`config.mk`:
```
export PLATFORM = sky130hd
export DESIGN_NAME = chacha_key_gen
export DESIGN_NICKNAME = d
export VERILOG_FILES = /design/src/rtl/chacha_keygen_pkg.sv /design/src/rtl/keygen_lfsr32.sv /design/src/rtl/chacha_key_gen.sv
export SDC_FILE = /design/constraint.sdc
export NUM_CORES = 1
export LEC_CHECK = 0
export ABC_AREA = 0
export CORE_MARGIN = 3
export CORE_UTILIZATION = 52
export CTS_BUF_LIST = sky130_fd_sc_hd__clkbuf_8 sky130_fd_sc_hd__clkbuf_16
export DETAILED_ROUTE_END_ITERATION = 6
export GPL_ROUTABILITY_DRIVEN = 1
export GPL_TIMING_DRIVEN = 0
export HOLD_SLACK_MARGIN = 0.02
export MAX_ROUTING_LAYER = met4
export PLACE_DENSITY = 0.91
export SYNTH_ARGS = -nofsm -noshare
export SYNTH_HDL_FRONTEND = slang
export SYNTH_HIERARCHICAL = 1
export SYNTH_SLANG_ARGS = --single-unit
```
`constraint.sdc`:
```
create_clock -name clk -period 4.1 [get_ports clk]
set_input_delay 1.23 -clock clk [delete_from_list [all_inputs] [get_ports clk]]
set_output_delay 1.23 -clock clk [all_outputs]
set_load 0.01 [all_outputs]
```
`src/rtl/chacha_keygen_pkg.sv`:
```
// Shared definitions for the ChaCha20 key generator: FSM states, LFSR
// polynomial, default seed and small helper functions.
package chacha_keygen_pkg;

  typedef enum logic [1:0] {
    IDLE   = 2'd0,
    WARMUP = 2'd1,
    FILL   = 2'd2,
    HOLD   = 2'd3
  } kg_state_e;

  // x^32 + x^22 + x^2 + x + 1, right-shifting Galois form
  localparam logic [31:0] LFSR_MASK           = 32'h8020_0003;
  localparam logic [31:0] KEYGEN_DEFAULT_SEED = 32'hACE1_2024;

  // Width of a word index for a key of n words (at least one bit)
  function automatic int unsigned kg_idx_width(input int unsigned n);
    return (n <= 1) ? 32'd1 : 32'($clog2(n));
  endfunction

  // One Galois LFSR step
  function automatic logic [31:0] lfsr_step(input logic [31:0] x);
    return (x >> 1) ^ (x[0] ? LFSR_MASK : 32'h0);
  endfunction

endpackage

```
`src/rtl/keygen_lfsr32.sv`:
```
// Free-running 32-bit Galois LFSR with synchronous reseed.
// A zero seed is replaced by SEED so the all-zero lock-up state is unreachable.
// Ports:
//   clk, rst  - clock, synchronous active-high reset (loads SEED)
//   load_i    - load seed_i (or SEED when seed_i is zero) instead of stepping
//   seed_i    - seed value
//   lfsr_o    - current LFSR state
module keygen_lfsr32
  import chacha_keygen_pkg::*;
#(
  parameter logic [31:0] SEED = KEYGEN_DEFAULT_SEED
) (
  input  logic        clk,
  input  logic        rst,
  input  logic        load_i,
  input  logic [31:0] seed_i,
  output logic [31:0] lfsr_o
);

  logic [31:0] lfsr_q;
  logic [31:0] lfsr_d;

  // Step every cycle; a reseed overrides the step
  always_comb begin
    lfsr_d = lfsr_step(lfsr_q);
    if (load_i) begin
      lfsr_d = (seed_i == 32'h0) ? SEED : seed_i;
    end
  end

  always_ff @(posedge clk) begin
    if (rst) begin
      lfsr_q <= SEED;
    end else begin
      lfsr_q <= lfsr_d;
    end
  end

  assign lfsr_o = lfsr_q;

endmodule

```
`src/rtl/chacha_key_gen.sv`:
```
// Multi-word key generator: captures NUM_WORDS consecutive LFSR values after
// a warm-up period and offers them as one key on a valid/ready handshake.
// Optional macro KEYGEN_HEALTH_EN adds a repetition-count health test that
// discards a key whose consecutive words repeat and latches health_fail.
// Ports:
//   clk, rst     - clock, synchronous active-high reset
//   start        - request one key (sampled in IDLE, or on a HOLD transfer)
//   seed_load    - reseed the LFSR and abort any generation
//   seed_in      - seed value
//   key_out      - key, word k at [k*WORD_W +: WORD_W]
//   key_valid    - key_out holds a complete key
//   key_ready    - consumer accepts the key
//   busy         - generator in WARMUP or FILL
//   health_fail  - sticky health-test failure (0 without KEYGEN_HEALTH_EN)
module chacha_key_gen
  import chacha_keygen_pkg::*;
#(
  parameter int unsigned WORD_W        = 32,
  parameter int unsigned NUM_WORDS     = 8,
  parameter int unsigned WARMUP_CYCLES = 64,
  parameter logic [31:0] DEFAULT_SEED  = KEYGEN_DEFAULT_SEED,
  parameter int unsigned CONTINUOUS    = 0
) (
  input  logic                        clk,
  input  logic                        rst,
  input  logic                        start,
  input  logic                        seed_load,
  input  logic [WORD_W-1:0]           seed_in,
  output logic [WORD_W*NUM_WORDS-1:0] key_out,
  output logic                        key_valid,
  input  logic                        key_ready,
  output logic                        busy,
  output logic                        health_fail
);

  localparam int unsigned KEY_W = WORD_W * NUM_WORDS;
  localparam int unsigned IDX_W = kg_idx_width(NUM_WORDS);
  localparam int unsigned CNT_W = 16;

  kg_state_e          state_q;
  logic [CNT_W-1:0]   cnt_q;
  logic [IDX_W-1:0]   idx_q;
  logic [KEY_W-1:0]   key_q;
  logic               key_valid_q;
  logic               busy_q;
  logic               hf_q;
  logic [WORD_W-1:0]  lfsr_w;
  logic [WORD_W-1:0]  capture_w;
  logic               health_hit;

  keygen_lfsr32 #(
    .SEED (DEFAULT_SEED)
  ) u_lfsr (
    .clk    (clk),
    .rst    (rst),
    .load_i (seed_load),
    .seed_i (seed_in),
    .lfsr_o (lfsr_w)
  );

  // FILL stores the value the LFSR takes on this same edge
  assign capture_w = lfsr_step(lfsr_w);

`ifdef KEYGEN_HEALTH_EN
  logic [WORD_W-1:0] prev_q;

  // Repetition test against the previous word of the same key
  assign health_hit = (idx_q != '0) && (capture_w == prev_q);

  always_ff @(posedge clk) begin
    if (rst || seed_load) begin
      prev_q <= '0;
    end else if (state_q == FILL) begin
      prev_q <= capture_w;
    end
  end

  assign health_fail = hf_q;
`else
  assign health_hit  = 1'b0;
  assign health_fail = 1'b0;
`endif

  // Control FSM; seed_load outranks every other event
  always_ff @(posedge clk) begin
    if (rst || seed_load) begin
      state_q     <= IDLE;
      cnt_q       <= '0;
      idx_q       <= '0;
      key_q       <= '0;
      key_valid_q <= 1'b0;
      busy_q      <= 1'b0;
      hf_q        <= 1'b0;
    end else begin
      case (state_q)
        IDLE: begin
          if (start && !hf_q) begin
            state_q <= WARMUP;
            cnt_q   <= '0;
            busy_q  <= 1'b1;
          end
        end
        WARMUP: begin
          if (cnt_q == CNT_W'(WARMUP_CYCLES - 1)) begin
            state_q <= FILL;
            cnt_q   <= '0;
            idx_q   <= '0;
          end else begin
            cnt_q <= cnt_q + CNT_W'(1);
          end
        end
        FILL: begin
          if (health_hit) begin
            hf_q    <= 1'b1;
            key_q   <= '0;
            idx_q   <= '0;
            busy_q  <= 1'b0;
            state_q <= IDLE;
          end else begin
            key_q[32'(idx_q)*WORD_W +: WORD_W] <= capture_w;
            if (idx_q == IDX_W'(NUM_WORDS - 1)) begin
              idx_q       <= '0;
              key_valid_q <= 1'b1;
              busy_q      <= 1'b0;
              state_q     <= HOLD;
            end else begin
              idx_q <= idx_q + IDX_W'(1);
            end
          end
        end
        HOLD: begin
          if (key_valid_q && key_ready) begin
            key_valid_q <= 1'b0;
            key_q       <= '0;
            idx_q       <= '0;
            if ((CONTINUOUS != 0) || start) begin
              busy_q  <= 1'b1;
              state_q <= FILL;
            end else begin
              state_q <= IDLE;
            end
          end
        end
        default: state_q <= IDLE;
      endcase
    end
  end

  assign key_out   = key_q;
  assign key_valid = key_valid_q;
  assign busy      = busy_q;

endmodule

```
==> impl_metrics.yaml, run 1 <==
yosys:
  post_synth_edffs: 0
  syn-num-nets: 1080
  netlist_area_before_placement_um2: 10900
  ys_seq_elements: 311
  asyncSetResetFlopFracSynth_pct: 0
  synth_sequential_area_ratio_pct: 57.1
  yosys_most_used_dff: "sky130_fd_sc_hd__dfxtp_1"
  synth.lib_cells_used.distinct: 50
  post_synth.cell_area_avg_um2: 10.5
  ys_warn_count: 6
  synthesis.instances: 1035
layout:
  final_nets: 1406
  insertedDiodeCount: 0
  layout.filler_cells: 1390
  proportion_of_layout_cells_with_a_drive_suffix_above_1_pct: 5.92
  syn_to_final_growth_pct: 39.6
status:
  status: "finished, final reports clean"
global_route:
  grt_antenna_before_repair: 0
  grt.overflow.total: 0
  grt_start_max_net_pins: 16
  grt_first_pass_wirelength_um: 58000
  first_global_vias: 9857
  globalRouteTotalUtil_pct: 33.7
sta:
  final.setup.worst_slack_ns: 0.681
  finalClockSkew_ns: 0.0186
  final_hold_viol_count: 0
  final-max-slew-violation-count: 0
  timing.fmax_mhz: 292
  post_route_hold_slack_ns: 0.459
  timing_worst_slew_pin_value_ns: 1.07
  final.min_clock_period_ns: 3.42
  setup_viol: 0
  final_critical_path_share_of_the_clock_period_pct: 83.4
  finalSetupTns_ns: 0
  timing.max_slew.rel_slack_pct: 27.8
  unrepaired_setup_endpoints_after_global_routing: "no"
pwr:
  p_leak_uw: 0.00558
  combinationalPowerShare_pct: 4.2
  total_internal_power_uw: 4840
  power.share.sequential_pct: 49.5
  p_per_area_nw_per_um2: 409
  power.ir.vdd_worst_v: 0.000326
  power_switching_uw: 1390
  clock_power_share_pct: 46.3
  p_sw_share_pct: 22.4
worst_setup_path:
  criticalPathCategory: "reg -> reg"
  cp-end-kind: "flop"
  critPathLaunchType: "flop"
  required_time_of_the_critical_path_ns: 4.60
  crit_fanout: 10
  worst-endpoint-arrival_ns: 3.92
clock_network:
  post_cts.repair.setup_buffers: 0
  clk_root_buffer_cell: "sky130_fd_sc_hd__clkbuf_16"
  clkSlewWorstSetupHoldPaths_ns: 0.06
  cts_buffer_depth: 3
  cts_hold_repair.buffers: 0
  tritoncts: "built"
  tritoncts.num_buffers: 30
  worstSkewPairLatency_ns: 0.56
  cts.htree.levels: 1
  cts_repair_resize_count: 0
  clock_sink_count: 311
place:
  dp_slack_ns: 0.651
  portBuffers: 294
  post-dp-hpwl_um: 27300
  last_weighted_congestion_value_of_the_routability_driven_placer: 0.934
floorplanning:
  floorplan.die.width_um: 151
  ioPinCount: 296
  die_h_um: 151
  floorplan.rows: 52
  floorplan.initialDensity_pct: 53.4
  fp.dieArea_um2: 22700
  placeableCoreArea_um2: 20400
worst_hold_path:
  hold_path_class: "reg -> reg"
route:
  remaining_drc_errors: 0
  drt.antenna.violating_nets: 0
  drt-pass1-iter-count: 5
  routed_wire_length_per_instance_um: 23.6
  drtIter0Drc: 859
  vias_per_cell: 6.13
  detailroute.via_count: 10100
  post_detailed_routing_wire_length_um: 39100
run:
  cap_violations: 0
==> worst max-delay path, cell delays in order, from the launching register on <==
cell	delay, ns
sky130_fd_sc_hd__dfxtp_1	0.35
sky130_fd_sc_hd__clkbuf_1	0.30
sky130_fd_sc_hd__inv_1	0.13
sky130_fd_sc_hd__ha_1	0.24
sky130_fd_sc_hd__ha_1	0.26
sky130_fd_sc_hd__clkbuf_1	0.20
sky130_fd_sc_hd__clkbuf_1	0.27
sky130_fd_sc_hd__nor3_1	0.91
sky130_fd_sc_hd__clkbuf_1	0.45
sky130_fd_sc_hd__a22o_1	0.23
==> state kept, by name, indices dropped and copies added (netlist names) <==
signal and count:
idx_q 3, u_lfsr/lfsr_o 32, state_q 2, busy 1
key_out 256, key_valid 1, cnt_q 16
==> Yosys cell counts, types with 2 or more instances <==
cell                       number  share of area (%)
sky130_fd_sc_hd__dfxtp_1      311                 57
sky130_fd_sc_hd__a22o_1       182                 15
sky130_fd_sc_hd__nor2_1       125                4.3
sky130_fd_sc_hd__a22oi_1       62                4.3
sky130_fd_sc_hd__clkbuf_1      51                1.8
sky130_fd_sc_hd__and2_1        35                2.0
sky130_fd_sc_hd__buf_1         35                1.2
sky130_fd_sc_hd__a21oi_1       26                1.2
sky130_fd_sc_hd__buf_2         24                1.1
sky130_fd_sc_hd__mux2i_1       20                1.8
sky130_fd_sc_hd__nor3_1        19               0.87
sky130_fd_sc_hd__nand2_1       14               0.48
sky130_fd_sc_hd__a32o_1        12                1.1
sky130_fd_sc_hd__nor3b_1       11               0.76
sky130_fd_sc_hd__xnor2_1       11               0.88
sky130_fd_sc_hd__ha_1           8               0.92
sky130_fd_sc_hd__inv_1          8               0.28
sky130_fd_sc_hd__nand3_1        8               0.37
sky130_fd_sc_hd__nor4_1         8               0.46
sky130_fd_sc_hd__xor2_1         7               0.56
sky130_fd_sc_hd__o21ai_0        6               0.28
sky130_fd_sc_hd__nand2b_1       5               0.29
sky130_fd_sc_hd__nand4_1        5               0.29
sky130_fd_sc_hd__and3_1         3               0.17
sky130_fd_sc_hd__nor2b_1        3               0.17
sky130_fd_sc_hd__o21a_1         3               0.21
sky130_fd_sc_hd__or4_1          3               0.21
sky130_fd_sc_hd__a211oi_1       2               0.14
sky130_fd_sc_hd__nand4b_1       2               0.16
sky130_fd_sc_hd__nor3_2         2               0.18
sky130_fd_sc_hd__nor4_2         2               0.23
sky130_fd_sc_hd__o211ai_1       2               0.14
sky130_fd_sc_hd__or2_1          2               0.11
sky130_fd_sc_hd__or2_2          2               0.11
==> power groups by stage <==
stage	logic [uW]	clock network [uW]	registers (uW)
after floorplan	137	0	3130
after global placement	241	0	3150
after detailed placement	247	0	3150
after CTS	252	2880	3080
after global routing	274	3010	3080
final	261	2890	3090
==> logic make-up (layout without fill, tap and decap cells) <==
kind of cell | count (synthesis) | in the layout | synth area share (%)
buffers and inverters | 120 | 469 | 4.51
xor gates and xnor gates | 18 | 18 | 1.45
muxes | 20 | 20 | 1.84
adders and majority gates | 8 | 8 | 0.918
other | 1 | 1 | 0.0344
AOI/OAI and AO/OA | 302 | 302 | 22.5
and+or+nand+nor | 255 | 255 | 11.7
DFF | 311 | 311 | 57.1
==> path summary, 6_finish.rpt <==
check,cells after the start,endpoint,startpoint,slack [ns]
setup / recovery,9,key_out[237],idx_q[0],0.68
hold / removal,2,key_out[21],key_out[21],0.46
hold reg to reg,2,key_out[21],key_out[21],0.46
setup reg to reg,9,key_out[237],idx_q[0],0.68
==> area by class of cell <==
cell class	count	area [um^2]	area share, %
flip-flops and latches	311	6230	40.9
clock buffers	37	847	5.56
plain buffers	112	462	3.03
well taps	270	338	2.22
clock inverters	18	193	1.27
multi-input cells	604	4190	27.5
repair buffers	294	2940	19.3
inverters	8	30.0	0.197
==> per-layer routing <==
metal  part of all wire, %  routed length [um]  global-route usage, %  vias up
met3                    10                4110                   7.36      127
met1                    38               14900                   41.8     4879
li1                      -                   -                      -     4416
met2                    47               18500                   54.3      719
met4                   4.3                1670                   13.1        0
met5                     0                   0                      -        -
==> cells in the final DEF, fill, tap and decap left out, drive strengths merged, types with 4 or more instances in the layout <==
cell | synthesis | routed
a21oi | 26 | 26
a22o | 182 | 182
a22oi | 62 | 62
a32o | 12 | 12
and2 | 35 | 35
buf | 61 | 61
bufinv | 0 | 4
clkbuf | 51 | 88
clkdlybuf4s50 | 0 | 294
clkinv | 0 | 7
dfxtp | 311 | 311
ha | 8 | 8
inv | 8 | 15
mux2i | 20 | 20
nand2 | 14 | 14
nand2b | 5 | 5
nand3 | 8 | 8
nand4 | 5 | 5
nor2 | 125 | 125
nor3 | 21 | 21
nor3b | 11 | 11
nor4 | 10 | 10
o21ai | 7 | 7
or2 | 4 | 4
or4 | 4 | 4
xnor2 | 11 | 11
xor2 | 7 | 7
==> through the flow <==
step / power (uW) / instance area (um^2) / instances / util (%)
after floorplan: 3270 / 10900 / 1035 / -
after CTS: 6220 / 15200 / 1654 / 74.5
after detailed placement: 3400 / 14200 / 1599 / 69.4
final: 6230 / 15200 / 1654 / 74.5
after global routing: 6370 / 15200 / 1654 / 74.5
after global placement: 3390 / 14200 / 1599 / 69.4
No activity file was read; power rests on OpenSTA's default activity.
==> run 2: changes to the inputs <==
CORE_UTILIZATION = 48   (was 52)
PLACE_DENSITY = 0.86   (was 0.91)
clock period = 3.5 ns   (was 4.1 ns; I/O delays follow)
==> run 2 against run 1 <==
Effect of this change:
- sequential share of layout area shrank 0.18 points
- critical path depth is 2 higher
- worst hold slack hardly changed
- routed wire length decreased by 2.8%
- total power is 19% higher
- cell area grew 0.45%
- critical path type unchanged
- highest routed layer unchanged
==> impl_metrics.yaml, run 2 (synthesis gave the netlist of run 1 again) <==
worst_setup_path:
  rr_startpoint: "idx_q[0]"
  worst-r2r-setup-slack_ns: 0.23
  worst_path_max_delay_cell: "sky130_fd_sc_hd__clkbuf_1"
  worst_r2r_path_depth: 11
  critical_path_depth: 11
  worst-endpoint-arrival_ns: 3.74
  worst_path_largest_cell_delay_ns: 0.55
  cp-end-kind: "flop"
  crit_family: "buffers and inverters"
  crit_path_start: "idx_q[0]"
  crit_fanout: 10
  required_time_of_the_critical_path_ns: 3.97
  timing.critical_path.mode_cell: "sky130_fd_sc_hd__clkbuf_1"
  critPathLaunchType: "flop"
  critical_path.cell_chain: "clkbuf_1 -> inv_1 -> ha_1 -> ha_1 -> clkbuf_1 -> nor2_1 -> and3_1 -> o211ai_1 -> clkbuf_1 -> a22oi_1 -> nor2_1"
  timing.rr.end: "key_out[4]"
  crit_path_end: "key_out[4]"
  worstPathBufferInverterCount: 4
  criticalPathCategory: "reg -> reg"
place:
  last_weighted_congestion_value_of_the_routability_driven_placer: 0.935
  post-dp-hpwl_um: 27400
  placement.cell_area_um2: 14200
  portBuffers: 294
route:
  drt.antenna.violating_nets: 0
  drtIter0Drc: 794
  vias_per_cell: 5.95
  post_detailed_routing_wire_length_um: 38000
  drt-pass1-iter-count: 6
  detailroute.via_count: 9905
  routed_wire_length_per_instance_um: 22.8
  remaining_drc_errors: 0
global_route:
  first_global_vias: 9605
  grt_antenna_before_repair: 0
  grt_first_pass_wirelength_um: 56500
  grt_start_max_net_pins: 16
  globalRouteTotalUtil_pct: 30.2
  grt.overflow.total: 0
clock_network:
  clkSlewWorstSetupHoldPaths_ns: 0.07
  worstSkewPairLatency_ns: 0.55
  tritoncts: "built"
  cts.htree.levels: 1
  clock_sink_count: 311
  clk_root_buffer_cell: "sky130_fd_sc_hd__clkbuf_16"
  tritoncts.num_buffers: 30
  cts_buffer_depth: 3
layout:
  largest_register_ffs: 256
  insertedDiodeCount: 0
  post-route-util_pct: 69.2
  most-common-layout-cells: "sky130_fd_sc_hd__dfxtp_1, sky130_fd_sc_hd__clkdlybuf4s50_1, sky130_fd_sc_hd__a22o_1"
  final_nets: 1406
  post_route_cell_area_um2: 15300
  layout.filler_cells: 1602
  mostFrequentLayoutCell: "sky130_fd_sc_hd__dfxtp_1"
  proportion_of_layout_cells_with_a_drive_suffix_above_1_pct: 6.07
  syn_to_final_growth_pct: 40.2
worst_hold_path:
  hold_path_class: "reg -> reg"
floorplanning:
  die_h_um: 157
  floorplan.initialDensity_pct: 49.4
  ioPinCount: 296
  fp.dieArea_um2: 24600
  placeableCoreArea_um2: 22100
  floorplan.die.width_um: 157
  floorplan.rows: 54
sta:
  final.min_clock_period_ns: 3.27
  setup_viol: 0
  final_hold_viol_count: 0
  unrepaired_setup_endpoints_after_global_routing: "no"
  final_critical_path_share_of_the_clock_period_pct: 93.4
  post_route_hold_slack_ns: 0.459
  finalSetupTns_ns: 0
  final-max-slew-violation-count: 0
  finalClockSkew_ns: 0.0214
  timing.max_slew.rel_slack_pct: 44.3
  timing_worst_slew_pin_value_ns: 0.832
  timing.fmax_mhz: 306
pwr:
  power.ir.vdd_worst_v: 0.000377
  p_leak_uw: 0.00559
  p_per_area_nw_per_um2: 486
  report.power.total_uw: 7430
run:
  cap_violations: 0
status:
  status: "finished, final reports clean"
run 2: what timing repair did:
action,4_1_cts,5_1_grt
setup buffers,0,0
endpoints found under the setup margin,0,20
hold buffers,0,0
resized for setup,0,1
run 2: layer usage:
metal / wire length [um] / vias up / track usage [%]
li1: - / 4415 / -
met1: 15500 / 4807 / 38.4
met2: 17900 / 594 / 48.6
met3: 3450 / 89 / 5.42
met4: 1150 / 0 / 10.2
met5: 0 / - / -
run 2: cell type report:
| cell class | instances | area (um^2) | share of cell area, % |
|---|---|---|---|
| multi-input combinational | 604 | 4190 | 27.4 |
| tap | 280 | 350 | 2.29 |
| sequential | 311 | 6230 | 40.7 |
| clock buffer | 36 | 833 | 5.45 |
| timing repair buffer | 294 | 2940 | 19.2 |
| buffer | 112 | 462 | 3.02 |
| inverter | 8 | 30.0 | 0.196 |
| clock inverter | 19 | 258 | 1.69 |
run 2: worst reg2reg max path: cells and delay by family, from the launching register on:
family	cells	cell delay [ns]
AND/OR/NAND/NOR	3	0.39
AO/OA/AOI/OAI	2	0.67
buffers and inverters	4	1.27
flip-flops	1	0.36
adder cells (fa/ha/maj)	2	0.52
run 2: worst min path at each step:
stage | depth (start not counted) | end | from | slack [ns]
after CTS | 2 | key_out[21] | key_out[21] | 0.46
after global routing | 2 | key_out[21] | key_out[21] | 0.47
after floorplan | 2 | key_out[21] | key_out[21] | 0.47
after detailed placement | 2 | key_out[21] | key_out[21] | 0.45
after global placement | 2 | key_out[21] | key_out[21] | 0.44
final | 2 | key_out[21] | key_out[21] | 0.46
run 2: report_power, final:
part           switching (uW)  total (uW)  internal (uW)
combinational             196         300            103
clock                    1380        3510           2130
sequential               46.2        3610           3570
run 2: through the flow:
| stage | cells | setup WS [ns] |
|---|---|---|
| final | 1664 | 0.232 |
| after global routing | 1664 | 0.00695 |
| after CTS | 1664 | 0.136 |
| after detailed placement | 1609 | 0.124 |
| after global placement | 1609 | 0.148 |
| after floorplan | 1035 | 1.02 |
==> run 3: changes to the inputs <==
GPL_ROUTABILITY_DRIVEN = unset   (was 1)
==> results of run 3 <==
Same layout as run 2: the final DEF is identical, and so are final timing and power.
